**config.mk**
```make
export PLATFORM = sky130hd
export DESIGN_NAME = usb_rx_deser_flat
export DESIGN_NICKNAME = d
export VERILOG_FILES = /design/src/rtl/usb_rx_deser_pkg.sv /design/src/rtl/usb_rx_deser_if.sv /design/src/rtl/usb_rx_deser_sync_det.sv /design/src/rtl/usb_rx_deser.sv /design/src/flat_wrapper.sv
export SDC_FILE = /design/constraint.sdc
export NUM_CORES = 1
export LEC_CHECK = 0
export CAP_MARGIN = 10
export CORE_MARGIN = 10
export CORE_UTILIZATION = 44
export DETAILED_ROUTE_END_ITERATION = 8
export HOLD_SLACK_MARGIN = 0.12
export PLACE_DENSITY = 0.7
export SYNTH_ARGS = -nofsm -noshare
export SYNTH_HDL_FRONTEND = slang
export SYNTH_SLANG_ARGS = --single-unit
```
**constraint.sdc**
```tcl
create_clock -name clock -period 2.5 [get_ports clock]
set_clock_uncertainty 0.05 [all_clocks]
set_input_delay 0.5 -clock clock [delete_from_list [all_inputs] [get_ports clock]]
set_output_delay 0.5 -clock clock [all_outputs]
set_load 0.005 [all_outputs]
```
**src/rtl/usb_rx_deser_pkg.sv**
```systemverilog
// Shared definitions for the USB receive byte assembler: state encoding,
// SYNC pattern and the shift-register helper.
package usb_rx_deser_pkg;

  typedef enum logic {
    StHunt = 1'b0,
    StData = 1'b1
  } rx_state_e;

  // SYNC as it appears after LSB-first assembly (wire order 0000_0001).
  localparam logic [7:0] SyncPattern = 8'h80;
  // Head of a SYNC that lost leading zeros in a repeater: >=5 zeros then the 1.
  localparam logic [5:0] SyncRelaxHead = 6'b100000;
  localparam int unsigned DefByteCntW = 11;

  // Window seen when bit_i is shifted in at the MSB end.
  function automatic logic [7:0] shift_in(input logic bit_i, input logic [7:0] sh);
    return {bit_i, sh[7:1]};
  endfunction

endpackage

```
**src/rtl/usb_rx_deser_if.sv**
```systemverilog
// Bus between the bit-unstuff/controller side (master) and the receive
// byte assembler (slave).
interface usb_rx_deser_if #(
  parameter int unsigned ByteCntW = usb_rx_deser_pkg::DefByteCntW
) ();

  logic                RDI;
  logic                RCS;
  logic                halt_rx_shift;
  logic                RX_EOP;
  logic                RX_ACK;
  logic [7:0]          RX_DATA;
  logic                RX_VALID;
  logic                RX_SYNC_DET;
  logic                RX_LAST_BYTE;
  logic                RX_ERR;
  logic                RX_OVERRUN;
  logic [ByteCntW-1:0] RX_BYTE_CNT;
  logic                rx_crc_shift;
  logic                rx_crc_init;

  modport master (
    output RDI, RCS, halt_rx_shift, RX_EOP, RX_ACK,
    input  RX_DATA, RX_VALID, RX_SYNC_DET, RX_LAST_BYTE, RX_ERR, RX_OVERRUN,
    input  RX_BYTE_CNT, rx_crc_shift, rx_crc_init
  );

  modport slave (
    input  RDI, RCS, halt_rx_shift, RX_EOP, RX_ACK,
    output RX_DATA, RX_VALID, RX_SYNC_DET, RX_LAST_BYTE, RX_ERR, RX_OVERRUN,
    output RX_BYTE_CNT, rx_crc_shift, rx_crc_init
  );

endinterface

```
**src/rtl/usb_rx_deser_sync_det.sv**
```systemverilog
// Windowed SYNC compare. Optional feature macro: RX_SYNC_RELAX_EN, which also
// accepts a SYNC whose leading zeros were partly dropped upstream.
module usb_rx_deser_sync_det
  import usb_rx_deser_pkg::*;
#(
  parameter logic [7:0] Pattern = SyncPattern
) (
  input  logic       acc_i,
  input  logic [7:0] win_i,
  output logic       hit_o
);

  // Match the window formed by the incoming bit and the shift register.
  always_comb begin
    hit_o = acc_i && (win_i == Pattern);
`ifdef RX_SYNC_RELAX_EN
    if (acc_i && (win_i[7:2] == SyncRelaxHead)) begin
      hit_o = 1'b1;
    end
`else
`endif
  end

endmodule

```
**src/rtl/usb_rx_deser.sv**
```systemverilog
// USB 2.0 receive byte assembler: SYNC hunt, LSB-first byte assembly,
// one-deep holding register with valid/ack, EOP classification.
// Optional feature macro: RX_SYNC_RELAX_EN (see usb_rx_deser_sync_det).
module usb_rx_deser
  import usb_rx_deser_pkg::*;
#(
  parameter int unsigned ByteCntW = DefByteCntW,
  parameter logic [7:0]  SyncPat  = SyncPattern
) (
  input logic           clock,
  input logic           reset,
  usb_rx_deser_if.slave bus
);

  localparam logic [ByteCntW-1:0] CntOne = ByteCntW'(1);

  rx_state_e           state_q;
  logic [7:0]          shreg_q;
  logic [2:0]          bit_cnt_q;
  logic [7:0]          data_q;
  logic                valid_q;
  logic                sync_det_q;
  logic                crc_init_q;
  logic                last_q;
  logic                err_q;
  logic                overrun_q;
  logic [ByteCntW-1:0] byte_cnt_q;

  logic       acc;
  logic [7:0] win;
  logic       sync_hit;
  logic       byte_done;
  logic [2:0] bit_cnt_nxt;

  assign acc         = bus.RCS & ~bus.halt_rx_shift;
  assign win         = shift_in(bus.RDI, shreg_q);
  assign bit_cnt_nxt = acc ? bit_cnt_q + 3'd1 : bit_cnt_q;
  assign byte_done   = acc && (state_q == StData) && (bit_cnt_q == 3'd7);

  usb_rx_deser_sync_det #(
    .Pattern (SyncPat)
  ) u_sync_det (
    .acc_i (acc),
    .win_i (win),
    .hit_o (sync_hit)
  );

  // Receive FSM, datapath and holding register with registered outputs.
  always_ff @(posedge clock) begin
    if (reset) begin
      state_q    <= StHunt;
      shreg_q    <= '0;
      bit_cnt_q  <= '0;
      data_q     <= '0;
      valid_q    <= 1'b0;
      sync_det_q <= 1'b0;
      crc_init_q <= 1'b0;
      last_q     <= 1'b0;
      err_q      <= 1'b0;
      overrun_q  <= 1'b0;
      byte_cnt_q <= '0;
    end else begin
      sync_det_q <= 1'b0;
      crc_init_q <= 1'b0;
      last_q     <= 1'b0;
      err_q      <= 1'b0;
      if (acc) begin
        shreg_q <= win;
      end
      if (valid_q && bus.RX_ACK) begin
        valid_q <= 1'b0;
      end
      case (state_q)
        StHunt: begin
          // EOP is meaningless before a SYNC and is ignored here.
          if (sync_hit) begin
            state_q    <= StData;
            bit_cnt_q  <= '0;
            byte_cnt_q <= '0;
            overrun_q  <= 1'b0;
            sync_det_q <= 1'b1;
            crc_init_q <= 1'b1;
          end
        end
        StData: begin
          bit_cnt_q <= bit_cnt_nxt;
          if (byte_done) begin
            if (byte_cnt_q != '1) begin
              byte_cnt_q <= byte_cnt_q + CntOne;
            end
            // An ack in the same cycle frees the holding register for the new byte.
            if (!valid_q || bus.RX_ACK) begin
              data_q  <= win;
              valid_q <= 1'b1;
            end else begin
              overrun_q <= 1'b1;
            end
          end
          // Classify on the count after this cycle's bit so a completing bit counts.
          if (bus.RX_EOP) begin
            if (bit_cnt_nxt == 3'd0) begin
              last_q <= 1'b1;
            end else begin
              err_q <= 1'b1;
            end
            state_q   <= StHunt;
            shreg_q   <= '0;
            bit_cnt_q <= '0;
          end
        end
        default: state_q <= StHunt;
      endcase
    end
  end

  assign bus.RX_DATA      = data_q;
  assign bus.RX_VALID     = valid_q;
  assign bus.RX_SYNC_DET  = sync_det_q;
  assign bus.RX_LAST_BYTE = last_q;
  assign bus.RX_ERR       = err_q;
  assign bus.RX_OVERRUN   = overrun_q;
  assign bus.RX_BYTE_CNT  = byte_cnt_q;
  assign bus.rx_crc_init  = crc_init_q;
  // Bits after the PID byte feed the CRC checker in the cycle they arrive.
  assign bus.rx_crc_shift = acc && (state_q == StData) && (byte_cnt_q != '0);

endmodule
```
**src/flat_wrapper.sv**
```systemverilog
// flat-port wrapper written by rule: the top's interface ports become plain ports
module usb_rx_deser_flat import usb_rx_deser_pkg::*;
#(
  parameter int unsigned ByteCntW = DefByteCntW,
  parameter logic [7:0]  SyncPat  = SyncPattern
)
  (clock, reset, bus_RDI, bus_RCS, bus_halt_rx_shift, bus_RX_EOP, bus_RX_ACK, bus_RX_DATA, bus_RX_VALID, bus_RX_SYNC_DET, bus_RX_LAST_BYTE, bus_RX_ERR, bus_RX_OVERRUN, bus_RX_BYTE_CNT, bus_rx_crc_shift, bus_rx_crc_init);
  usb_rx_deser_if #(.ByteCntW(ByteCntW)) bus_i ();
  input logic clock;
  input logic reset;
  input wire logic [$bits(bus_i.RDI)-1:0] bus_RDI;
  input wire logic [$bits(bus_i.RCS)-1:0] bus_RCS;
  input wire logic [$bits(bus_i.halt_rx_shift)-1:0] bus_halt_rx_shift;
  input wire logic [$bits(bus_i.RX_EOP)-1:0] bus_RX_EOP;
  input wire logic [$bits(bus_i.RX_ACK)-1:0] bus_RX_ACK;
  output wire logic [$bits(bus_i.RX_DATA)-1:0] bus_RX_DATA;
  output wire logic [$bits(bus_i.RX_VALID)-1:0] bus_RX_VALID;
  output wire logic [$bits(bus_i.RX_SYNC_DET)-1:0] bus_RX_SYNC_DET;
  output wire logic [$bits(bus_i.RX_LAST_BYTE)-1:0] bus_RX_LAST_BYTE;
  output wire logic [$bits(bus_i.RX_ERR)-1:0] bus_RX_ERR;
  output wire logic [$bits(bus_i.RX_OVERRUN)-1:0] bus_RX_OVERRUN;
  output wire logic [$bits(bus_i.RX_BYTE_CNT)-1:0] bus_RX_BYTE_CNT;
  output wire logic [$bits(bus_i.rx_crc_shift)-1:0] bus_rx_crc_shift;
  output wire logic [$bits(bus_i.rx_crc_init)-1:0] bus_rx_crc_init;
  assign bus_i.RDI = bus_RDI;
  assign bus_i.RCS = bus_RCS;
  assign bus_i.halt_rx_shift = bus_halt_rx_shift;
  assign bus_i.RX_EOP = bus_RX_EOP;
  assign bus_i.RX_ACK = bus_RX_ACK;
  assign bus_RX_DATA = bus_i.RX_DATA;
  assign bus_RX_VALID = bus_i.RX_VALID;
  assign bus_RX_SYNC_DET = bus_i.RX_SYNC_DET;
  assign bus_RX_LAST_BYTE = bus_i.RX_LAST_BYTE;
  assign bus_RX_ERR = bus_i.RX_ERR;
  assign bus_RX_OVERRUN = bus_i.RX_OVERRUN;
  assign bus_RX_BYTE_CNT = bus_i.RX_BYTE_CNT;
  assign bus_rx_crc_shift = bus_i.rx_crc_shift;
  assign bus_rx_crc_init = bus_i.rx_crc_init;
  usb_rx_deser #(.ByteCntW(ByteCntW), .SyncPat(SyncPat)) u_core (.clock(clock), .reset(reset), .bus(bus_i));
endmodule
```
Word level (Yosys, flattened, before mapping). Cells that the tools add are included.

Register bits after elaboration: 36. Output and inout port bits: 26. Logic and storage cells: 61.

$add $sub $neg: 2. Equality and inequality tests: 7. Mux-type cells: 24. Bitwise gates (word level): 4. Reductions and logical operators: 14.

Operators by type and width (number): 11-bit 2-to-1 mux (3); 8-bit 2-to-1 mux (3); 11-bit one-hot mux with 2 select lines (1); 11-bit by 1-bit adder with 11-bit output (second input constant) (1); 1-bit 2-to-1 mux (11); 11-bit inequality test (second input constant) (1); 11-bit nonzero test (1); 3-bit 2-to-1 mux (3); 3-bit AND reduction (3); 8-bit == test (second input constant) (1); 2-bit inequality test (second input constant) (3); 3-bit one-hot mux with 2 select lines (1); 1-bit logical AND (5); 1-bit one-hot mux with 2 select lines (2); 3-bit by 1-bit adder with 3-bit output (second input constant) (1); 3-bit == test (second input constant) (1); 3-bit zero test (1); 1-bit inverter (3); 3-bit OR reduction (1); 2-bit by 1-bit inequality test with 1-bit output (second input constant) (1); 2-bit OR reduction (1); 1-bit bitwise AND (1); 1-bit zero test (1); 1-bit logical OR (1).

Logic depth before layout (Yosys ltp). Gate-level depths: netlist of the first run.

Depth after elaboration: 6. Mapped depth: 7. Depth with buffers taken out: 6.

By module. Synthesis of the first run repeated with hierarchy kept, for this count alone.

Cells, all modules: 182. Area, all modules: 1592.8 µm².

By module, submodules not included: usb_rx_deser (instances 1, cells an instance 179, area each 1562.7 µm²); usb_rx_deser_sync_det (instances 1, cells an instance 3, area each 30.0 µm²).

Worst setup path before layout of the first run. OpenSTA, ideal clock, no wires.

Kind: register to register. Start point: register u_core.bit_cnt_q[0]. End point: register u_core.byte_cnt_q[4], in the netlist u_core.bus.RX_BYTE_CNT[4]. Setup time: 0.122 ns. Arrival time: 1.537 ns. Path slack: 0.791 ns. Cell stages (with the launch flop): 7. Path buffers: 1. Clock period less this slack: 1.709 ns. Cell sequence: dfxtp_1 > ha_1 > ha_1 > nand4b_2 > o21a_1 > buf_6 > a221o_1.

Word-level cells in the longest chain between the ends: 4.

Ends and longest elaborated chain: start, declared (line usb_rx_deser.sv:19) `logic [2:0] bit_cnt_q;`; start signal, assigned (line usb_rx_deser.sv:86) `bit_cnt_q <= bit_cnt_nxt;`; 3-bit == test (line usb_rx_deser.sv:38) `assign byte_done = acc && (state_q == StData) && (bit_cnt_q == 3'd7);`; 1-bit logical AND (line usb_rx_deser.sv:38); 2-bit inequality test (no line); 3-bit AND reduction (no line); end signal, assigned (line usb_rx_deser.sv:89) `byte_cnt_q <= byte_cnt_q + CntOne;`; end, declared (line usb_rx_deser.sv:27) `logic [ByteCntW-1:0] byte_cnt_q;`.

Every way passes these cells. A chain may end at the register's enable or synchronous reset.

Worst setup path in the final report of the first run.
Start point: input bus_halt_rx_shift. End point: output bus_rx_crc_shift.

Word-level cells in the longest chain between the ends: 4.

Ends and longest elaborated chain: start, declared (line flat_wrapper.sv:13) `input wire logic [$bits(bus_i.halt_rx_shift)-1:0] bus_halt_rx_shift;`; 1-bit inverter (line usb_rx_deser.sv:35) `assign acc = bus.RCS & ~bus.halt_rx_shift;`; 1-bit bitwise AND (line usb_rx_deser.sv:35); 1-bit logical AND (2 in a row) (line usb_rx_deser.sv:125) `assign bus.rx_crc_shift = acc && (state_q == StData) && (byte_cnt_q != '0);`; end, declared (line flat_wrapper.sv:23) `output wire logic [$bits(bus_i.rx_crc_shift)-1:0] bus_rx_crc_shift;`.

Every way passes these cells.

==> out/metrics.sh, run 1 <==
GP_CONGESTION=0.816
REG2REG_SLACK_NS=0.53
DRTANTENNAVIOLNETS=0
RELSLEWSLACK=0.694
SETUP-VIOLATIONS-FINAL=0
FINAL_ANTENNA_DIODE_COUNT=0
CRIT_PATH_MAX_FANOUT=2
SYNTH_LARGEST_TYPE_AREA_FRACTION=0.430
PRE_CTS_WS_NS=-0.0121
WIRE_PER_INST_UM=15.2
SETUP.WORST_PATH.END_CLASS='output pin'
CLOCK_TREE_FROM_TRITONCTS='done'
DRTPASS1ITERATIONS=4
ROUTED_VIA_COUNT=1422
DP_HPWL_UM=3000
POWER_DENSITY_nW_PER_UM2=491
CP.BUFFERS_INVERTERS=2
FINALMAXSLEWVIOLATIONS=0
POST_CTS_BUFFERS=0
ROUTED_WL_UM=4010
UNREPAIRED_SETUP_ENDPOINTS_AFTER_GLOBAL_ROUTING='no'
NUMCLOCKSINKS=35
TOTALNEGATIVESETUPSLACK_NS=0
GLOBALROUTEMET1UTIL=0.146
GRTUSAGETOTAL=0.126
POST_SYNTH_MAIN_AREA_CONTRIBUTORS='sky130_fd_sc_hd__dfxtp_1 43%, sky130_fd_sc_hd__nand2_1 5.8%, sky130_fd_sc_hd__mux2i_1 4.9%'
RR_STARTPOINT='u_core.bus.RX_BYTE_CNT[1]'
SYNTH_AREA_UM2=1630
CTS.HTREE.LEVELS=2
VIASPERCELL=5.39
FIRST_GLOBAL_VIAS=1345
CRITICAL_PATH_REQUIRED_NS=1.95
GLOBALROUTEOVERFLOWTOTAL=0
CRITPATHCAPTURE='bus_rx_crc_shift'
CRIT_PATH_TOP_DELAY_CELL='sky130_fd_sc_hd__clkdlybuf4s50_1'
LAYOUT_MIN_CYCLE_TIME_NS=2.26
MAX-CAP-VIOLATIONS=0
WORST-SETUP-PATH-TYPE='in2out'
RESIDUAL_DRC=0
SYNTHTOLAYOUTAREAGROWTH_PCT=28.1
WORST_EP_ARRIVAL_TIME_NS=1.71
SYNTH_ASYNC_SR_FLOP_SHARE=0
GRT_UTIL_MET3=0.0607
FP.COREAREA_UM2=3610
DIE-AREA_UM2=6530
DRT_ITER0_DRC=134
STATIC-LEAKAGE-POWER_nW=0.797
CRIT_CELLS=5
FLOORPLAN.DIE.HEIGHT_UM=80.8
OUTCOME='finished, final reports clean'
TRITONCTS.NUM_BUFFERS=5
SYNTH.NET_COUNT=189
FINAL_PERIOD_UTIL=0.904
POST-ROUTE-UTIL=0.578
WORST_PATH_CELL_CHAIN='clkdlybuf4s50_1 > and2b_4 > nand2_1 > a31oi_1 > dlygate4sd2_1'
GRT_FIRST_PASS_WIRELENGTH_UM=6490
FINAL_HOLD_VIOL_COUNT=0
R2R_END='u_core.bus.RX_BYTE_CNT[7]'
START_POINT_OF_THE_CRITICAL_PATH='bus_halt_rx_shift'
SYN-MEAN-INSTANCE-AREA_UM2=9.15
IO_PINS=33
YOSYSWARNINGCOUNT=0
NUM_ROWS=22
NFILLCELLS=326
CTS-ROOT-TO-SINK-BUFFERS=2
POST-ROUTE-WORST-SETUP-SLACK_NS=0.240
YOSYSTOPAREACELL='sky130_fd_sc_hd__dfxtp_1'
WORST-SLEW-PIN-TRANSITION_NS=0.453
R2R.WORST_PATH.CELLS=5
CLK-INSERTION-DELAY-LATE_NS=0.29
IR_WORST_VDD_mV=0.249
STAGE_DELAY_OF_THE_SLOWEST_CELL_ON_THE_CRITICAL_PATH_NS=0.42
GRT.BUSIEST_LAYER='met2'
SYNTH.LIB_CELLS_USED.DISTINCT=46
FLOORPLAN.INITIALDENSITY=0.451
POST_CTS_RESIZE_COUNT=1
GRT_START_MAX_NET_PINS=15
DRIVE_GT1_FRAC=0.130
ROOT_BUFFER_CELL='sky130_fd_sc_hd__clkbuf_8'
SYNTH_SEQ_CELLS=35
MIN-DELAY-PATH-CLASS='reg2reg'
NUMBER_OF_ENABLE_TYPE_REGISTER_CELLS_IN_THE_SYNTHESIZED_NETLIST=0
TIMING.CRITICAL_PATH.MAX_DELAY_FAMILY='buffers and inverters'
YOSYS_MOST_USED_DFF='sky130_fd_sc_hd__dfxtp_1'
CLKSLEWWORSTSETUPHOLDPATHS_NS=0.07
TOTALPOWERFINAL_W=0.00102
PLACE.PORT_BUFFERS=32
NUMBER_OF_ANTENNA_VIOLATIONS_AT_THE_FIRST_CHECK_IN_GLOBAL_ROUTING=0
POST_CTS_HOLD_BUFFER_COUNT=0
FINAL_NET_COUNT=226
GROUTE.LAYER.MET2.USAGE=0.198
SYNTHCELLS=178
DIE_W_UM=80.8
CP-START-KIND='input pin'
MAX_CLOCK_FREQ_GHz=0.443
SEQUENTIAL_AREA_SHARE_AFTER_SYNTHESIS=0.430
layout by cell type, fill, tap and decap left out, types with 2 or more instances in the layout:
| master | count |
|---|---|
| sky130_fd_sc_hd__o211ai_1 | 3 |
| sky130_fd_sc_hd__nand4_1 | 3 |
| sky130_fd_sc_hd__a211o_2 | 2 |
| sky130_fd_sc_hd__nor4_1 | 3 |
| sky130_fd_sc_hd__nand2b_1 | 3 |
| sky130_fd_sc_hd__a31oi_1 | 2 |
| sky130_fd_sc_hd__o31ai_1 | 2 |
| sky130_fd_sc_hd__clkdlybuf4s50_1 | 31 |
| sky130_fd_sc_hd__a221o_1 | 3 |
| sky130_fd_sc_hd__mux2i_1 | 8 |
| sky130_fd_sc_hd__nand2_1 | 25 |
| sky130_fd_sc_hd__a21o_2 | 2 |
| sky130_fd_sc_hd__nor3_1 | 2 |
| sky130_fd_sc_hd__ha_1 | 4 |
| sky130_fd_sc_hd__a21oi_1 | 11 |
| sky130_fd_sc_hd__buf_4 | 7 |
| sky130_fd_sc_hd__o21ai_0 | 3 |
| sky130_fd_sc_hd__clkbuf_8 | 5 |
| sky130_fd_sc_hd__nor2b_1 | 5 |
| sky130_fd_sc_hd__dfxtp_1 | 35 |
| sky130_fd_sc_hd__nor2_1 | 20 |
| sky130_fd_sc_hd__clkinvlp_4 | 2 |
| sky130_fd_sc_hd__o21a_1 | 2 |
| sky130_fd_sc_hd__and3_1 | 3 |
| sky130_fd_sc_hd__inv_1 | 3 |
| sky130_fd_sc_hd__nand3_1 | 5 |
| sky130_fd_sc_hd__nor4b_1 | 2 |
power breakdown:
group	internal, W	switching (W)
Clock	0.000194	0.000210
Combinational	0.0000258	0.0000314
Sequential	0.000560	0.00000405
flip-flops by register name (all words and copies together) (netlist names):
name / flops
u_core.state_q: 1
u_core.bus.RX_LAST_BYTE: 1
u_core.shreg_q: 7
u_core.bus.RX_DATA: 8
u_core.bus.RX_BYTE_CNT: 11
u_core.bus.RX_SYNC_DET: 1
u_core.bus.RX_VALID: 1
u_core.bit_cnt_q: 3
u_core.bus.RX_OVERRUN: 1
u_core.bus.RX_ERR: 1
layout make-up:
type                            instances  area [µm²]  area share
Clock buffer                            5        68.8      0.0330
Timing Repair Buffer                   39         372       0.178
Inverter                                3        11.3     0.00540
Sequential cell                        35         701       0.336
Multi-Input combinational cell        131         853       0.409
Clock inverter                          3        20.0     0.00960
Tap cell                               48        60.1      0.0288
per-layer routing:
layer / vias to the layer above / part of all wire
met3: 5 / 0.098
met1: 661 / 0.45
met5: - / 0
met4: 0 / 0.011
met2: 42 / 0.44
li1: 714 / -
stage by stage:
stage | instances | instance area, µm² | hold slack (ns)
after detailed placement | 256 | 2000 | 0.432
after global placement | 256 | 2000 | 0.421
after global routing | 264 | 2090 | 0.470
after floorplan | 178 | 1630 | 0.429
final | 264 | 2090 | 0.448
after CTS | 264 | 2090 | 0.454
cells by family after synthesis:
group           count (synthesis)  synth area share
mux                             9            0.0561
fa+ha+maj                       4            0.0307
buf+inv                        12            0.0453
flops                          35             0.430
simple gates                   83             0.281
compound gates                 35             0.156
tightest hold or removal path: cells and delay by family (launching register included):
family,cells,cell delay (ns)
and+or+nand+nor,1,0.07
DFF,1,0.33
muxes,1,0.07
cells in the mapped netlist (2+ instances only):
cell	instances
sky130_fd_sc_hd__dfxtp_1	35
sky130_fd_sc_hd__nand2_1	25
sky130_fd_sc_hd__nor2_1	20
sky130_fd_sc_hd__a21oi_1	11
sky130_fd_sc_hd__mux2i_1	8
sky130_fd_sc_hd__nand3_1	5
sky130_fd_sc_hd__nor2b_1	5
sky130_fd_sc_hd__ha_1	4
sky130_fd_sc_hd__a221o_1	3
sky130_fd_sc_hd__and3_1	3
sky130_fd_sc_hd__buf_6	3
sky130_fd_sc_hd__clkbuf_1	3
sky130_fd_sc_hd__inv_1	3
sky130_fd_sc_hd__nand2b_1	3
sky130_fd_sc_hd__nand4_1	3
sky130_fd_sc_hd__nor4_1	3
sky130_fd_sc_hd__o211ai_1	3
sky130_fd_sc_hd__o21ai_0	3
sky130_fd_sc_hd__a211o_2	2
sky130_fd_sc_hd__a21o_2	2
sky130_fd_sc_hd__a31oi_1	2
sky130_fd_sc_hd__nor3_1	2
sky130_fd_sc_hd__nor4b_1	2
sky130_fd_sc_hd__o21a_1	2
sky130_fd_sc_hd__o31ai_1	2
how the worst min path moves through the flow:
| stage | to | from | slack [ns] | cells after the start |
|---|---|---|---|---|
| detailed placement | u_core.bus.RX_DATA[7] | u_core.bus.RX_DATA[7] | 0.43 | 2 |
| finish | u_core.bus.RX_DATA[0] | u_core.bus.RX_DATA[0] | 0.45 | 2 |
| floorplan | u_core.bus.RX_OVERRUN | u_core.bus.RX_OVERRUN | 0.43 | 2 |
| global route | u_core.bus.RX_DATA[6] | u_core.bus.RX_DATA[6] | 0.47 | 2 |
| CTS | u_core.bus.RX_DATA[7] | u_core.bus.RX_DATA[7] | 0.45 | 2 |
| global placement | u_core.bus.RX_DATA[6] | u_core.bus.RX_DATA[6] | 0.42 | 2 |
Note: power is estimated with default switching activity, not from simulation.
==> run 2, diff against run 1 <==
--- a/config.mk
+++ b/config.mk
@@ -6,4 +6,5 @@
 export NUM_CORES = 1
 export LEC_CHECK = 0
+export ABC_CLOCK_PERIOD_IN_PS = 2500
 export CAP_MARGIN = 10
 export CORE_MARGIN = 10
@@ -12,4 +13,5 @@
 export HOLD_SLACK_MARGIN = 0.12
 export PLACE_DENSITY = 0.7
+export RECOVER_POWER = 25
 export SYNTH_ARGS = -nofsm -noshare
 export SYNTH_HDL_FRONTEND = slang
--- a/constraint.sdc
+++ b/constraint.sdc
@@ -3,3 +3,3 @@
 set_input_delay 0.5 -clock clock [delete_from_list [all_inputs] [get_ports clock]]
 set_output_delay 0.5 -clock clock [all_outputs]
-set_load 0.005 [all_outputs]
+set_load 0.05 [all_outputs]
==> run 2 against run 1 <==
  * Worst setup slack got worse by 0.12 ns
  * Utilization is 0.80 points lower
  * Count of clock-buffer cells in the layout is 1 higher
  * Critical path depth did not move
  * Sequential cell count unchanged
  * Total power grew 0.12%
  * Combinational power down 4.5%
  * Sequential share of layout area is 0.47 points higher
  * Cell count shrank 1.5%
  * Largest cell class unchanged
==> out/metrics.sh, run 2 (synthesis results as in run 1) <==
FINAL_CELLS=260
WORST-SETUP-PATH-TYPE='in2reg'
FINALMAXSLEWVIOLATIONS=0
TOTALNEGATIVESETUPSLACK_NS=0
SETUP-VIOLATIONS-FINAL=0
NUMBER_OF_FLIP_FLOPS_IN_THE_LARGEST_REGISTER=11
PLACE.PORT_BUFFERS=32
DRTPASS1ITERATIONS=4
GLOBALROUTEOVERFLOWTOTAL=0
R2R_END='u_core.bus.RX_BYTE_CNT[5]'
FINAL_CELL_MIX='35 x sky130_fd_sc_hd__dfxtp_1, 29 x sky130_fd_sc_hd__clkdlybuf4s50_1, 25 x sky130_fd_sc_hd__nand2_1'
DIE-AREA_UM2=6530
DRT_ITER0_DRC=83
DP_CELLS=253
NUMCLOCKSINKS=35
START_POINT_OF_THE_CRITICAL_PATH='bus_RDI'
WIRE_PER_INST_UM=15.1
DP_HPWL_UM=2920
GRTUSAGETOTAL=0.126
CLK-INSERTION-DELAY-LATE_NS=0.29
SETUP.WORST_PATH.END_CLASS='flop'
POWER_DENSITY_nW_PER_UM2=499
WORST_PATH_CELL_CHAIN='dlygate4sd3_1 > nor4b_1 > a41oi_2 > o21a_1 > a221o_1'
MULTIINPUTGATEAREA_UM2=845
NFILLCELLS=338
CTS.HTREE.LEVELS=2
POST_CTS_HOLD_BUFFER_COUNT=0
IR_WORST_VDD_mV=0.233
GRT_FIRST_PASS_WIRELENGTH_UM=6650
LAYOUT.CELLS.MOST_COMMON='sky130_fd_sc_hd__dfxtp_1'
WORST_EP_ARRIVAL_TIME_NS=2.51
CRITICAL_PATH_REQUIRED_NS=2.63
WORST_HOLD_STARTPOINT='u_core.bus.RX_OVERRUN'
POST_CTS_BUFFERS=0
RELSLEWSLACK=0.572
CRIT_CELLS=5
DRIVE_GT1_FRAC=0.108
IO_PINS=33
OUTCOME='finished, final reports clean'
STATIC-LEAKAGE-POWER_nW=0.773
POST_CTS_RESIZE_COUNT=0
NUM_ROWS=22
STAGE_DELAY_OF_THE_SLOWEST_CELL_ON_THE_CRITICAL_PATH_NS=0.57
FLOORPLAN.DIE.HEIGHT_UM=80.8
LAYOUT_MIN_CYCLE_TIME_NS=2.38
GRT_START_MAX_NET_PINS=16
SYNTHTOLAYOUTAREAGROWTH_PCT=26.4
TIMING.CRITICAL_PATH.MAX_DELAY_FAMILY='compound AO/OA/AOI/OAI gates'
VIASPERCELL=5.47
FP.COREAREA_UM2=3610
CLKSLEWWORSTSETUPHOLDPATHS_NS=0.07
POST-ROUTE-UTIL=0.570
TRITONCTS.NUM_BUFFERS=5
GP_CONGESTION=0.815
CTS-ROOT-TO-SINK-BUFFERS=2
FINAL_PERIOD_UTIL=0.953
RR_STARTPOINT='u_core.shreg_q[2]'
CP.BUFFERS_INVERTERS=1
CLOCK_TREE_FROM_TRITONCTS='done'
FINAL_HOLD_VIOL_COUNT=0
SEQUENTIAL_CELL_AREA_UM2=701
R2R.WORST_PATH.CELLS=4
CRIT_PATH_TOP_DELAY_CELL='sky130_fd_sc_hd__dlygate4sd3_1'
WORST-SLEW-PIN-TRANSITION_NS=0.632
MIN-DELAY-PATH-CLASS='reg2reg'
DRTANTENNAVIOLNETS=0
FLOORPLAN.INITIALDENSITY=0.451
ROUTED_WL_UM=3940
FIRST_GLOBAL_VIAS=1429
REG2REG_SLACK_NS=0.51
FINAL_NET_COUNT=223
MAX_CLOCK_FREQ_GHz=0.420
DIE_W_UM=80.8
ROUTED_VIA_COUNT=1423
UNREPAIRED_SETUP_ENDPOINTS_AFTER_GLOBAL_ROUTING='no'
MAX-CAP-VIOLATIONS=0
CRIT_PATH_MAX_FANOUT=9
FINAL_ANTENNA_DIODE_COUNT=0
ROOT_BUFFER_CELL='sky130_fd_sc_hd__clkbuf_8'
CP-START-KIND='input pin'
NUMBER_OF_ANTENNA_VIOLATIONS_AT_THE_FIRST_CHECK_IN_GLOBAL_ROUTING=0
CRITPATHCAPTURE='u_core.bus.RX_BYTE_CNT[5]'
RESIDUAL_DRC=0
## run 2: worst reg2reg max path: cells and delay by family (launching register included)
kind	cells	cell delay, ns
compound gates	3	0.90
flops	1	0.34
simple gates	1	0.60
## run 2: where the power goes
group / switching, W / total [W] / internal (W)
Clock: 0.000191 / 0.000407 / 0.000216
Combinational: 0.0000341 / 0.0000547 / 0.0000206
Sequential: 0.00000420 / 0.000565 / 0.000561
Total: 0.000229 / 0.00103 / 0.000797
## run 2: final cells by class
class                   instances  area share
multi-input cells             131       0.411
well taps                      48      0.0292
clock inverters                 1     0.00243
clock buffers                   6      0.0401
inverters                       3     0.00547
flip-flops and latches         35       0.341
repair buffers                 36       0.172
## run 2: metal layers
layer  vias to the layer above  track usage  wire [µm]
met1                       667        0.142       1630
met4                         0       0.0571         65
met3                         8       0.0574        406
met2                        42        0.201       1830
li1                        706            -          -
met5                         -            0          0
## run 2: per-stage QoR
| step | power [W] | cell area, µm² | hold slack [ns] | worst slack [ns] |
|---|---|---|---|---|
| after detailed placement | 0.000634 | 1990 | 0.436 | 0.167 |
| after floorplan | 0.000617 | 1630 | 0.432 | 0.246 |
| after CTS | 0.00104 | 2080 | 0.454 | 0.159 |
| after global routing | 0.00106 | 2060 | 0.483 | 0.0380 |
| final | 0.00103 | 2060 | 0.448 | 0.118 |
| after global placement | 0.000633 | 1990 | 0.422 | 0.185 |
## run 2: how the worst min path moves through the flow
stage                                  endpoint  slack, ns  cells past startpoint
after floorplan               u_core.shreg_q[1]       0.43                      2
after global placement    u_core.bus.RX_DATA[0]       0.42                      2
after detailed placement  u_core.bus.RX_OVERRUN       0.44                      2
after CTS                 u_core.bus.RX_OVERRUN       0.45                      2
after global routing          u_core.shreg_q[3]       0.48                      2
final                     u_core.bus.RX_OVERRUN       0.45                      2
